**src/rtl/fp_pkg.sv**
```systemverilog
// Shared float format for the multiply/accumulate path: field widths, special
// encodings, field unpacking and the accumulator FSM states.
package fp_pkg;

    localparam int FP_EXPONENT = 8;
    localparam int FP_MANTISSA = 8;
    localparam int FP_WIDTH    = FP_EXPONENT + FP_MANTISSA + 1;
    localparam int FP_BIAS     = 2 ** (FP_EXPONENT - 1) - 1;

    localparam logic [FP_WIDTH-1:0] FP_NAN =
        {1'b1, {FP_EXPONENT{1'b1}}, 1'b1, {(FP_MANTISSA-1){1'b0}}};
    localparam logic [FP_WIDTH-1:0] FP_POS_INF =
        {1'b0, {FP_EXPONENT{1'b1}}, {FP_MANTISSA{1'b0}}};
    localparam logic [FP_WIDTH-1:0] FP_NEG_INF =
        {1'b1, {FP_EXPONENT{1'b1}}, {FP_MANTISSA{1'b0}}};

    typedef enum logic [1:0] {
        ST_ACCEPT = 2'd0,
        ST_ALIGN  = 2'd1,
        ST_NORM   = 2'd2,
        ST_EMIT   = 2'd3
    } state_t;

    typedef struct packed {
        logic                   sign;
        logic [FP_EXPONENT-1:0] exp;
        logic [FP_MANTISSA-1:0] frac;
        logic                   is_zero;
        logic                   is_inf;
        logic                   is_nan;
    } fp_fields_t;

    // A zero exponent means zero: denormal fractions are flushed here.
    function automatic fp_fields_t fp_unpack(input logic [FP_WIDTH-1:0] w);
        fp_fields_t f;
        f.sign    = w[FP_WIDTH-1];
        f.exp     = w[FP_WIDTH-2 -: FP_EXPONENT];
        f.frac    = w[FP_MANTISSA-1:0];
        f.is_zero = (f.exp == '0);
        f.is_inf  = (f.exp == '1) && (f.frac == '0);
        f.is_nan  = (f.exp == '1) && (f.frac != '0);
        return f;
    endfunction

endpackage

```
**src/rtl/fp_lzc.sv**
```systemverilog
// Leading-zero counter; all-zero input returns W. Purely combinational.
module fp_lzc #(
    parameter int W  = 13,
    parameter int CW = $clog2(W + 1)
) (
    input  logic [W-1:0]  i_vec,
    output logic [CW-1:0] o_cnt
);

    always_comb begin
        o_cnt = CW'(W);
        for (int i = 0; i < W; i++) begin
            if (i_vec[i]) o_cnt = CW'(W - 1 - i);
        end
    end

endmodule

```
**src/rtl/fp_accumulator.sv**
```systemverilog
// Sequential float sum per last-terminated group; one term per 3 cycles, sum valid 3 edges after last.
// in_ready drops outside ACCEPT; a pending sum holds until out_ready.
module fp_accumulator import fp_pkg::*; #(
    parameter int EXPONENT = FP_EXPONENT,
    parameter int MANTISSA = FP_MANTISSA,
    parameter int WIDTH    = EXPONENT + MANTISSA + 1,
    parameter int GUARD    = 3,
    parameter int COUNT_W  = 16
) (
    input  logic               clk,
    input  logic               reset,
    input  logic               in_valid,
    output logic               in_ready,
    input  logic [WIDTH-1:0]   in_data,
    input  logic               in_last,
    output logic               out_valid,
    input  logic               out_ready,
    output logic [WIDTH-1:0]   out_data,
    output logic [COUNT_W-1:0] out_count
);

    localparam int SW  = MANTISSA + GUARD + 2;
    localparam int LZW = $clog2(SW + 1);

    state_t               r_state;
    logic [WIDTH-1:0]     r_acc;
    logic [WIDTH-1:0]     r_opnd;
    logic                 r_last;
    logic [COUNT_W-1:0]   r_count;
    logic                 r_out_valid;
    logic [WIDTH-1:0]     r_out_data;
    logic [COUNT_W-1:0]   r_out_count;

    logic [SW-1:0]        r_big_mant;
    logic [SW-1:0]        r_sml_mant;
    logic [EXPONENT-1:0]  r_big_exp;
    logic                 r_sign;
    logic                 r_sub;
    logic                 r_nan;
    logic                 r_inf;
    logic                 r_inf_sign;

    fp_fields_t w_a;
    fp_fields_t w_b;
    assign w_a = fp_unpack(r_acc);
    assign w_b = fp_unpack(r_opnd);

    logic [EXPONENT+MANTISSA-1:0] w_key_a;
    logic [EXPONENT+MANTISSA-1:0] w_key_b;
    logic                         w_a_big;
    assign w_key_a = w_a.is_zero ? '0 : {w_a.exp, w_a.frac};
    assign w_key_b = w_b.is_zero ? '0 : {w_b.exp, w_b.frac};
    assign w_a_big = (w_key_a >= w_key_b);

    logic                w_big_sign, w_big_zero, w_sml_zero;
    logic [EXPONENT-1:0] w_big_exp, w_sml_exp, w_diff, w_shamt;
    logic [MANTISSA-1:0] w_big_frac, w_sml_frac;
    logic [SW-1:0]       w_big_mant, w_sml_mant, w_sml_aligned;

    assign w_big_sign = w_a_big ? w_a.sign    : w_b.sign;
    assign w_big_zero = w_a_big ? w_a.is_zero : w_b.is_zero;
    assign w_big_exp  = w_a_big ? w_a.exp     : w_b.exp;
    assign w_big_frac = w_a_big ? w_a.frac    : w_b.frac;
    assign w_sml_zero = w_a_big ? w_b.is_zero : w_a.is_zero;
    assign w_sml_exp  = w_a_big ? w_b.exp     : w_a.exp;
    assign w_sml_frac = w_a_big ? w_b.frac    : w_a.frac;

    // Top bit of each mantissa is headroom for the carry-out of the add.
    assign w_big_mant = w_big_zero ? '0 : {1'b0, 1'b1, w_big_frac, {GUARD{1'b0}}};
    assign w_sml_mant = w_sml_zero ? '0 : {1'b0, 1'b1, w_sml_frac, {GUARD{1'b0}}};
    assign w_diff        = w_big_exp - w_sml_exp;
    assign w_shamt       = (w_diff >= EXPONENT'(SW)) ? EXPONENT'(SW) : w_diff;
    assign w_sml_aligned = w_sml_mant >> w_shamt;

    logic [SW-1:0]              w_sum;
    logic [LZW-1:0]             w_lzc;
    logic [SW-1:0]              w_norm;
    logic [MANTISSA-1:0]        w_frac;
    logic signed [EXPONENT+1:0] w_exp_n;
    logic [WIDTH-1:0]           w_result;

    assign w_sum = r_sub ? (r_big_mant - r_sml_mant) : (r_big_mant + r_sml_mant);

    fp_lzc #(.W(SW), .CW(LZW)) u_lzc (
        .i_vec (w_sum),
        .o_cnt (w_lzc)
    );

    // Shifting the leading one up to the carry position covers both the
    // carry-out (lzc=0, exponent+1) and the cancellation cases in one formula.
    assign w_norm  = w_sum << w_lzc;
    assign w_frac  = MANTISSA'(w_norm >> (GUARD + 1));
    assign w_exp_n = {2'b00, r_big_exp} + (EXPONENT+2)'(1) - (EXPONENT+2)'(w_lzc);

    always_comb begin
        w_result = {r_sign, w_exp_n[EXPONENT-1:0], w_frac};
        if (r_nan)
            w_result = FP_NAN;
        else if (r_inf)
            w_result = r_inf_sign ? FP_NEG_INF : FP_POS_INF;
        else if (w_sum == '0)
            w_result = '0;
        else if (w_exp_n >= $signed({2'b00, {EXPONENT{1'b1}}}))
            w_result = r_sign ? FP_NEG_INF : FP_POS_INF;
        else if (w_exp_n <= $signed((EXPONENT+2)'(0)))
            w_result = '0;
    end

    always_ff @(posedge clk or posedge reset) begin
        if (reset) begin
            r_state     <= ST_ACCEPT;
            r_acc       <= '0;
            r_opnd      <= '0;
            r_last      <= 1'b0;
            r_count     <= '0;
            r_out_valid <= 1'b0;
            r_out_data  <= '0;
            r_out_count <= '0;
            r_big_mant  <= '0;
            r_sml_mant  <= '0;
            r_big_exp   <= '0;
            r_sign      <= 1'b0;
            r_sub       <= 1'b0;
            r_nan       <= 1'b0;
            r_inf       <= 1'b0;
            r_inf_sign  <= 1'b0;
        end else begin
            case (r_state)
                ST_ACCEPT: begin
                    if (in_valid && in_ready) begin
                        r_opnd  <= in_data;
                        r_last  <= in_last;
                        r_count <= (r_count == '1) ? r_count : r_count + COUNT_W'(1);
                        r_state <= ST_ALIGN;
                    end
                end
                ST_ALIGN: begin
                    r_big_mant <= w_big_mant;
                    r_sml_mant <= w_sml_aligned;
                    r_big_exp  <= w_big_exp;
                    r_sign     <= w_big_sign;
                    r_sub      <= w_a.sign ^ w_b.sign;
                    r_nan      <= w_a.is_nan || w_b.is_nan ||
                                  (w_a.is_inf && w_b.is_inf && (w_a.sign != w_b.sign));
                    r_inf      <= w_a.is_inf || w_b.is_inf;
                    r_inf_sign <= w_a.is_inf ? w_a.sign : w_b.sign;
                    r_state    <= ST_NORM;
                end
                ST_NORM: begin
                    r_acc   <= w_result;
                    r_state <= r_last ? ST_EMIT : ST_ACCEPT;
                end
                ST_EMIT: begin
                    if (!r_out_valid) begin
                        r_out_valid <= 1'b1;
                        r_out_data  <= r_acc;
                        r_out_count <= r_count;
                    end else if (out_ready) begin
                        r_out_valid <= 1'b0;
                        r_acc       <= '0;
                        r_count     <= '0;
                        r_state     <= ST_ACCEPT;
                    end
                end
                default: r_state <= ST_ACCEPT;
            endcase
        end
    end

    assign in_ready  = (r_state == ST_ACCEPT) && !reset;
    assign out_valid = r_out_valid;
    assign out_data  = r_out_data;
    assign out_count = r_out_count;

endmodule

```
**config.mk**
```make
export PLATFORM = sky130hd
export DESIGN_NAME = fp_accumulator
export DESIGN_NICKNAME = d
export VERILOG_FILES = /design/src/rtl/fp_pkg.sv /design/src/rtl/fp_lzc.sv /design/src/rtl/fp_accumulator.sv
export SDC_FILE = /design/constraint.sdc
export NUM_CORES = 1
export LEC_CHECK = 0
export ABC_CLOCK_PERIOD_IN_PS = 7370
export BUFFER_PORTS_ARGS = -buffer_cell sky130_fd_sc_hd__buf_2
export CAP_MARGIN = 20
export CORE_MARGIN = 1.5
export CORE_UTILIZATION = 55
export CTS_CLUSTER_SIZE = 20
export DETAILED_ROUTE_END_ITERATION = 8
export PLACE_DENSITY = 0.74
export SLEW_MARGIN = 20
export SYNTH_ARGS = -nofsm -noshare
export SYNTH_HDL_FRONTEND = slang
export SYNTH_SLANG_ARGS = --single-unit
```
**constraint.sdc**
```tcl
create_clock -name clk -period 7.37 [get_ports clk]
set_clock_uncertainty 0.2 [all_clocks]
set_input_delay 1.474 -clock clk [delete_from_list [all_inputs] [get_ports clk]]
set_output_delay 1.474 -clock clk [all_outputs]
set_load 0.01 [all_outputs]
```
==> impl_metrics.json <==
{
  "finalHoldViolations": 0,
  "grt_usage_pct": 28.9,
  "postPlaceCellArea_um2": 9090,
  "path_buf_inv": 2,
  "hp-class": "flop to flop",
  "slowest_stage": "fa_1",
  "tightest_slew_ps": 840,
  "initial_core_util_pct": 56.7,
  "setup_tns_ps": 0,
  "critPathLaunchType": "flop",
  "numCtsBuffers": 17,
  "fmax_mhz": 145,
  "grt_pass1_wl_um": 37300,
  "worstReg2RegStart": "r_sml_mant[0]",
  "grt_pass1_vias": 7312,
  "syn-instance-count": 1004,
  "htree_levels": 4,
  "synth.largest_area_cell": "dfrtp_1",
  "critPathMaxStageDelay_ps": 480,
  "drc": 0,
  "gp_congestion": 0.957,
  "synth_seq_area_share_pct": 35.0,
  "grt_max_degree": 67,
  "arrival_ps": 6980,
  "postCtsSetupBuffers": 0,
  "synth_seq_cells": 121,
  "place_ws_ps": 269,
  "yosys-top-cells-count": "135 x nand2_1, 121 x dfrtp_1, 84 x nor2_1",
  "hp-start": "out_count[9]",
  "routed_wl_um": 23100,
  "worstRegToRegCells": 27,
  "path_max_fanout": 9,
  "synth_cell_type_count": 82,
  "syn_to_final_growth_pct": 11.7,
  "grt_remaining_overflow": 0,
  "end_kind": "flop",
  "rsz0062_at_grt": "no",
  "cts.sinks": 121,
  "tritoncts": "built",
  "drt-vias-per-instance": 6.23,
  "drv_slew": 0,
  "synth_warnings": 0,
  "dieArea_um2": 16500,
  "synthTopCellsByArea": "dfrtp_1 35%, ha_1 5.9%, nand2_1 5.9%",
  "yosysTopAreaCellShare_pct": 35.0,
  "ant_nets": 0,
  "r2r_setup_slack_ps": 460,
  "syn_nets": 1068,
  "drive_above_1_share_pct": 16.7,
  "path_delay_family": "compound AO/OA/AOI/OAI gates",
  "path_clk_slew_ps": 60,
  "setup_viol": 0,
  "clockRootBuffer": "clkbuf_16",
  "maxCapViolCount": 0,
  "period_needed_ps": 6910,
  "numPortBuffers": 56,
  "relSlewSlack_pct": 44.0,
  "worst_hold_path.num_cells": 2,
  "ys.flop_type": "dfrtp_1",
  "rr_endpoint": "r_acc[4]",
  "dr.pass1.iters": 6,
  "criticalPathCategory": "flop to flop",
  "synthArstFlopShare_pct": 100,
  "period_share_pct": 93.8,
  "fp.dieW_um": 128,
  "stdcell_area_um2": 9670,
  "n_antenna_cell": 0,
  "outcome": "completed",
  "drtIter0Drc": 648,
  "num_io_pins": 57,
  "fillers": 1310,
  "yosysMostFrequentCell": "nand2_1",
  "antenna_found_initial": 0,
  "syn_area_per_cell_um2": 8.62,
  "synth-edff-count": 0,
  "cp.required_ps": 7440,
  "vias": 7886,
  "avgRoutedWirePerCell_um": 18.3,
  "clk_latency_ps": 420,
  "core_area_um2": 15300,
  "clockBufferDepth": 2,
  "die_y_um": 128,
  "syn-cell-area_um2": 8660,
  "dp_hpwl_um": 16900,
  "fin_ws_ps": 457,
  "hold_end": "out_count[9]",
  "rows": 45,
  "nets": 1105
}
## flip-flops by register name, indices dropped and copies added, names as in the netlist, 2 cells and up
| name | count |
|---|---|
| r_opnd | 17 |
| out_data | 17 |
| r_sml_mant | 12 |
| r_big_mant | 9 |
| r_state | 2 |
| r_acc | 17 |
| out_count | 16 |
| r_count | 16 |
| r_big_exp | 8 |
## per-layer routing
| metal | track usage [%] | vias up | share of wire (%) |
|---|---|---|---|
| met5 | 0 | - | 0 |
| met4 | 10.0 | 0 | 2.3 |
| met3 | 4.74 | 48 | 6.2 |
| met2 | 46.3 | 320 | 47 |
| met1 | 39.9 | 3782 | 45 |
| li1 | - | 3736 | - |
## cells by family (layout without fill, tap and decap cells)
logic type | Yosys count | in the layout | synth area share [%]
mux | 72 | 72 | 8.93
compound gates | 255 | 255 | 20.0
flops | 121 | 121 | 35.0
xor+xnor | 45 | 45 | 4.55
simple gates | 378 | 378 | 21.1
fa+ha+maj | 43 | 43 | 6.27
buf+inv | 90 | 140 | 4.15
## layout by cell type (no fill, tap or decap), drive strengths merged, types with 12 or more instances in the layout
cell,netlist,layout
a21o,14,14
a21oi,55,55
a31oi,17,17
and2,13,13
buf,10,69
clkbuf,41,18
dfrtp,121,121
ha,41,41
inv,39,45
mux2,42,42
mux2i,30,30
nand2,135,135
nand2b,14,14
nand3,21,21
nand4,16,16
nor2,84,84
nor3,28,28
nor4,12,12
o21ai,68,68
or3,12,12
xnor2,29,29
xor2,16,16
## metrics by stage
stage | cells | util, % | hold slack, ps
6_report | 1265 | 63.3 | 278
5_1_grt | 1265 | 63.3 | 313
4_1_cts | 1265 | 63.2 | 285
3_5_place_dp | 1233 | 59.6 | 271
3_3_place_gp | 1233 | 59.6 | 258
2_1_floorplan | 1004 | - | 250
## final cells by class
class / count / area, um^2 / share of cell area [%]
clock buffers: 18 / 429 / 4.44
flip-flops and latches: 121 / 3030 / 31.3
inverters: 39 / 149 / 1.54
multi-input cells: 793 / 5300 / 54.9
clock inverters: 14 / 114 / 1.18
well taps: 211 / 264 / 2.73
repair buffers: 69 / 378 / 3.91
## worst reg2reg max path: cells and delay by family (launching register included)
family	cells	cell delay (ps)
AOI/OAI and AO/OA	13	2810
xor gates and xnor gates	2	310
adders and majority gates	4	1470
buffers and inverters	2	310
DFF	1	460
and+or+nand+nor	6	1190
## timing repair
| item | 4_1_cts | 5_1_grt |
|---|---|---|
| endpoints found under the setup margin | 0 | 14 |
| hold buffers | 0 | 0 |
| gates resized for setup | 0 | 7 |
## worst max-delay path by stage
stage / from / endpoint / slack, ps / depth (start not counted)
global placement: r_sml_mant[0] / r_acc[0] / 530 / 28
detailed placement: r_sml_mant[0] / r_acc[0] / 270 / 28
finish: r_sml_mant[0] / r_acc[4] / 460 / 27
CTS: r_sml_mant[0] / r_acc[0] / 150 / 28
global route: r_sml_mant[0] / r_acc[4] / 30 / 27
floorplan: r_sml_mant[0] / r_acc[0] / 880 / 28
Power is left out: the tool's default activity adds up to more than one toggle a clock period on the data nets, which glitch-free logic cannot reach.
